$ cat config.mk
export PLATFORM = sky130hd
export DESIGN_NAME = pc_fetch_unit
export DESIGN_NICKNAME = d
export VERILOG_FILES = /design/src/rtl/pc_fetch_unit.sv
export SDC_FILE = /design/constraint.sdc
export NUM_CORES = 1
export LEC_CHECK = 0
export CAP_MARGIN = 15
export CORE_MARGIN = 8
export CORE_UTILIZATION = 44
export DETAILED_ROUTE_END_ITERATION = 6
export GPL_ROUTABILITY_DRIVEN = 0
export PLACE_DENSITY = 0.85
export SYNTH_ARGS = -nofsm -noshare
export SYNTH_HDL_FRONTEND = slang
export SYNTH_SLANG_ARGS = --single-unit
$ cat constraint.sdc
create_clock -name clk -period 5.15 [get_ports clk]
set_input_delay 1.03 -clock clk [delete_from_list [all_inputs] [get_ports clk]]
set_output_delay 1.03 -clock clk [all_outputs]
set_load 0.005 [all_outputs]
$ cat src/rtl/pc_fetch_unit.sv
// Holds the architectural PC, fetches the instruction at PC over req/gnt/rvalid, hands it to decode.
// Latency: 3 cycles from decode accept to the next instr_valid_o with a zero-wait IMEM.
// Backpressure: instr_valid_o stays high and instr_o/pc_o stay put until instr_ready_i; no fetch meanwhile.
module pc_fetch_unit #(
  parameter logic [31:0] RESET_PC = 32'h0000_3000,
  parameter int          CNT_W    = 32
) (
  input  logic             clk,
  input  logic             rst,
  input  logic [31:0]      npc_i,
  output logic             imem_req_o,
  output logic [31:0]      imem_addr_o,
  input  logic             imem_gnt_i,
  input  logic             imem_rvalid_i,
  input  logic [31:0]      imem_rdata_i,
  output logic [31:0]      pc_o,
  output logic [31:0]      instr_o,
  output logic             instr_valid_o,
  input  logic             instr_ready_i,
  output logic             fault_o,
  output logic [CNT_W-1:0] retire_cnt_o
);

  typedef enum logic [2:0] {
    ST_IDLE  = 3'd0,
    ST_FETCH = 3'd1,
    ST_WAIT  = 3'd2,
    ST_VALID = 3'd3,
    ST_FAULT = 3'd4
  } state_t;

  state_t           state_q, state_d;
  logic [31:0]      pc_q, pc_d;
  logic [31:0]      instr_q, instr_d;
  logic             fault_q, fault_d;
  logic [CNT_W-1:0] cnt_q, cnt_d;

  // State and datapath registers; reset drops any outstanding IMEM transaction.
  always_ff @(posedge clk or posedge rst) begin
    if (rst) begin
      state_q <= ST_IDLE;
      pc_q    <= RESET_PC;
      instr_q <= 32'h0;
      fault_q <= 1'b0;
      cnt_q   <= '0;
    end else begin
      state_q <= state_d;
      pc_q    <= pc_d;
      instr_q <= instr_d;
      fault_q <= fault_d;
      cnt_q   <= cnt_d;
    end
  end

  // Next-state logic: rvalid only matters in WAIT, decode ready only in VALID.
  always_comb begin
    state_d = state_q;
    pc_d    = pc_q;
    instr_d = instr_q;
    fault_d = fault_q;
    cnt_d   = cnt_q;
    case (state_q)
      ST_IDLE:  state_d = ST_FETCH;
      ST_FETCH: if (imem_gnt_i) state_d = ST_WAIT;
      ST_WAIT: begin
        if (imem_rvalid_i) begin
          instr_d = imem_rdata_i;
          state_d = ST_VALID;
        end
      end
      ST_VALID: begin
        if (instr_ready_i) begin
          cnt_d = cnt_q + {{(CNT_W-1){1'b0}}, 1'b1};
          if (npc_i[1:0] == 2'b00) begin
            pc_d    = npc_i;
            state_d = ST_FETCH;
          end else begin
            // Misaligned target: keep the PC of the offending instruction for debug.
            fault_d = 1'b1;
            state_d = ST_FAULT;
          end
        end
      end
      ST_FAULT: state_d = ST_FAULT;
      default:  state_d = ST_IDLE;
    endcase
  end

  assign imem_req_o    = (state_q == ST_FETCH);
  assign imem_addr_o   = pc_q;
  assign pc_o          = pc_q;
  assign instr_o       = instr_q;
  assign instr_valid_o = (state_q == ST_VALID);
  assign fault_o       = fault_q;
  assign retire_cnt_o  = cnt_q;

endmodule

# After elaboration in Yosys (flattened, before gate mapping)
# Index checks and enable logic that the tools add are counted.
[totals]
in_bits = 69
out_inout_bits = 131
register_bits = 100
elab_cells = 26
[op_classes]
n_bitwise = 1
add_sub_neg = 1
n_reduce_logical = 7
n_mux = 5
eq_ne = 7
[ops]
columns = ["cell", "n"]
rows = [
  ["$add 32x1->32 const B", 1],
  ["$pmux 3 s5", 1],
  ["$mux 3", 4],
  ["$reduce_and 3->1", 3],
  ["$eq 3x2->1 const B", 2],
  ["$ne 2x1->1 const B", 2],
  ["$reduce_and 2->1", 2],
  ["$eq 3x1->1 const B", 1],
  ["$eq 3x3->1 const B", 1],
  ["$logic_not 3->1", 1],
  ["$logic_not 2->1", 1],
  ["$ne 2x2->1 const B", 1],
  ["$not 1->1", 1],
]

# Longest topological paths before layout
[depth]
depth_word = 4
depth_mapped = 7
depth_no_buf = 5

# Least setup slack after synthesis
# No wires, ideal clock.
[synth_path]
path_kind = "in2reg"
startpoint = "input port instr_ready_i"
endpoint = "register cnt_q[28] (netlist: retire_cnt_o[28])"
n_path_buf = 1
cell_stages = 5
arrival_time_ns = 2.066
required_time_ns = 5.026
path_slack_ns = 2.960
cell_sequence = "nand4b_1 -> buf_4 -> nor4_4 -> nand4_1 -> xnor2_1"
[synth_via]
elab_chain_len = 1
[synth_lines]
columns = ["item", "line", "text"]
rows = [
  ["start, declared", "19", "input logic instr_ready_i,"],
  ["$reduce_and 2->1 (no source line)", "n/a", ""],
  ["end signal, assigned", "51", "cnt_q <= cnt_d;"],
  ["end, declared", "36", "logic [CNT_W-1:0] cnt_q, cnt_d;"],
]
# No other way between the ends.
# A chain may end at the register's enable or synchronous reset.

# Worst setup path after layout
[layout_path]
startpoint = "input port instr_ready_i"
endpoint = "register cnt_q[29] (netlist: retire_cnt_o[29])"
# The elaborated chain is that of the path after synthesis.

==> impl_results.md <==
* Slew headroom at 42.9%
* Core ar. at 9590 um^2
* Final Cell Area at 6370 um^2
* Outcome: finished clean
* Hold_ws at 478 ps
* Skew final at 13.7 ps
* Crit end category: flop
* CP startpoint kind: input pin
* Number of port buffers at a little under 200
* Tot GR Track Use at around 17%
* Synth Register Bits at 100
* Hold path start: fault_o$_DFFE_PP0P_
* Post-Route WL at 11200 um
* DR vias/cell at 4.88
* RSZ-0062 raised after global routing: false
* Final hold violations at 0
* Library cells used by synthesis at 31
* Reg2reg start: state_q[2]$_DFFE_PP0P_
* Hold Path Sink: fault_o$_DFFE_PP0P_
* Commonest cells after routing, fill and taps aside: clkdlybuf4s50_1, dfrtp_1, mux2_2, xnor2_1, nand2_1
* Mapped Cells at 323
* Clock power frac at 15.6%
* Worst VDD drop at 0.268 mV
* ANT nets after route at 0
* P&R area growth vs syn at 48.7%
* CTS Buf Count at 9
* Net count reported at finish at approximately 560
* Cells on worst reg2reg path at 4
* Worst Path Required at 5390 ps
* MaxCap Viol Count at 0
* Largest stage delay, worst path at 850 ps
* Worst reg2reg endpoint: retire_cnt_o[29]$_DFFE_PP0P_
* Kind of critical path: input pin to flop
* Clk Latency, worst-skew pair at 350 ps
* Hold depth at 1
* Area post-placement at between 6000 and 7000 um^2
* # IOs at 200
* # H-tree levels at 3
* Via count at 3082
* Seq/Total Area, Yosys at 58.5%
* # DRC at 0
* Postcts setup bufs at 0
* First-pass GRT wire length at 17300 um
* R2R Setup Slk at roughly 2600 ps
* Commonest non-fill, non-tap cell in the layout: clkdlybuf4s50_1
* DIE AREA at 13200 um^2
* Setup ws final at between 2000 and 2500 ps
* Worst-path maximum fanout at 12
* Flop pwr share at roughly two fifths
* Yosys warns at 0
* Crit path from: instr_ready_i
* Logic gate share of total power at between 40% and 50%
* Row count at 36
* Worst slew pin tran at 857 ps
* Vias in the first global route at 3339
* Starting density of the core at ~45%
* Clock buffer depth at 2
* Initial antenna violation count at 0
* Die boundary width at 115 um
* CP max stage cell: nor4_4
* Post-synthesis cell area at 4280 um^2
* Proportion of layout cells with a drive suffix above 1 at roughly 17%
* Fin crit period at between 3000 and 4000 ps
* Sw frac at 28.0%
* N_diodes at 0
* Arrival time of the worst setup path at 3340 ps
* Syn Area/Cell at 13.3 um^2
* Place WS at between 1500 and 2000 ps
* Mapped Nets at 393
* DR iter-0 viols at 142
* Final Core Density at 66.4%
* Hold_buf cts at 0
* Fillers at 751
* Clock transition at path regs at 90 ps
* CTS tree: built
* Drt wl/cell at about 18 um
* Root Buffer: clkbuf_8
* Fmax achieved at 322 MHz
* P_int at 2.23 mW
* Final Cycle Share at between 60% and 70%
* Fin Setup TNS at 0 ps
* Largest net degree at the start of global routing at 71
* Final setup fails at 0
* Num Clock Sinks at 100
* Power Density at slightly below 500 nW/um^2
* Worst hold path type: flop to flop
* GRT overflow at 0
* Psw at approximately 0.87 mW
* Cell Chain, Critical Path: clkdlybuf4s50_1, nand4b_1, nor4_4, nand4_1, xnor2_1
* Pins Over Slew Limit at 0
* DP Wirelength at 8820 um
* Cts repair resizes at 0
* Static leakage at 2.67 nW
* Pre-Repair DR Iteration Count at 4
* Die Span Y at 115 um
[cell usage after synthesis]
cell type,instances,area [um^2]
a211oi_1,1,7.51
a21o_1,1,7.51
a21oi_1,1,5.00
and2_1,6,37.5
and3_1,4,25.0
and4_1,2,17.5
buf_2,7,35.0
buf_4,34,255
clkbuf_1,2,7.51
dfrtp_1,98,2450
dfstp_2,2,52.6
ha_1,1,12.5
inv_1,6,22.5
mux2_1,2,22.5
mux2_2,60,676
nand2_1,15,56.3
nand3_1,11,55.1
nand4_1,13,81.3
nand4b_1,1,8.76
nor2_1,10,37.5
nor3_1,3,15.0
nor3b_1,2,15.0
nor4_1,3,18.8
nor4_2,1,12.5
nor4_4,2,42.5
nor4bb_1,1,10.0
o22ai_1,1,6.26
or2_2,1,6.26
or4_4,1,11.3
xnor2_1,25,219
xor2_1,6,52.6
[power groups by stage]
stage          Clock [mW]  Combinational, mW  Sequential (mW)
6_report            0.482               1.34             1.27
5_1_grt             0.535               1.44             1.32
4_1_cts             0.505               1.37             1.28
3_5_place_dp            0               1.36             1.29
3_3_place_gp            0               1.34             1.27
2_1_floorplan           0              0.549             1.28
[through the flow]
| stage | std cells | total power [mW] |
|---|---|---|
| finish | 631 | 3.10 |
| CTS | 631 | 3.15 |
| global placement | 615 | 2.60 |
| global route | 631 | 3.29 |
| detailed placement | 615 | 2.66 |
| floorplan | 323 | 1.82 |
[worst max path at each step]
| stage | to | slack, ps | cells past startpoint |
|---|---|---|---|
| 2_1_floorplan | fault_o$_DFFE_PP0P_ | 1500 | 1 |
| 3_3_place_gp | retire_cnt_o[27]$_DFFE_PP0P_ | 1860 | 5 |
| 3_5_place_dp | retire_cnt_o[27]$_DFFE_PP0P_ | 1740 | 5 |
| 4_1_cts | retire_cnt_o[27]$_DFFE_PP0P_ | 2120 | 5 |
| 5_1_grt | retire_cnt_o[29]$_DFFE_PP0P_ | 1910 | 5 |
| 6_report | retire_cnt_o[29]$_DFFE_PP0P_ | 2050 | 5 |
[final cells by class]
cell class                 instances  area, um^2  share of cell area [%]
sequential                       100        2500                    39.3
timing repair buffer             202        2010                    31.6
inverter                           6        25.0                   0.393
multi-input combinational        174        1470                    23.1
clock inverter                     4        52.6                   0.825
tap                              133         166                    2.61
clock buffer                      12         135                    2.12
[registers in the layout, summed over array words and instances, names as in the netlist]
signal	flops
fault_o	1
state_q	3
retire_cnt_o	32
imem_addr_o	32
instr_o	32
[worst max-delay path, delay by kind of cell]
| family | cells | cell delay (ps) |
|---|---|---|
| buf+inv | 1 | 490 |
| xor+xnor | 1 | 180 |
| simple gates | 3 | 1630 |
[per-layer routing]
layer  share of wire (%)  vias up  wire, um  global-route usage, %
li1                    -     1418         -                      -
met1                  38     1496      4240                   18.5
met2                  49      148      5480                   28.3
met3                  11       20      1220                   6.59
met4                 2.4        0       272                   7.90
met5                   0        -         0                      0
[cells by family (layout without fill, tap and decap cells)]
logic type / Yosys count / after routing / synth area share (%)
adder cells (fa/ha/maj): 1 / 1 / 0.292
multiplexers: 62 / 62 / 16.3
flip-flops: 100 / 100 / 58.5
buffers and inverters: 49 / 224 / 7.48
AND/OR/NAND/NOR: 76 / 76 / 10.5
AO/OA/AOI/OAI: 4 / 4 / 0.613
XOR/XNOR: 31 / 31 / 6.34
(Power assumes the default switching activity.)
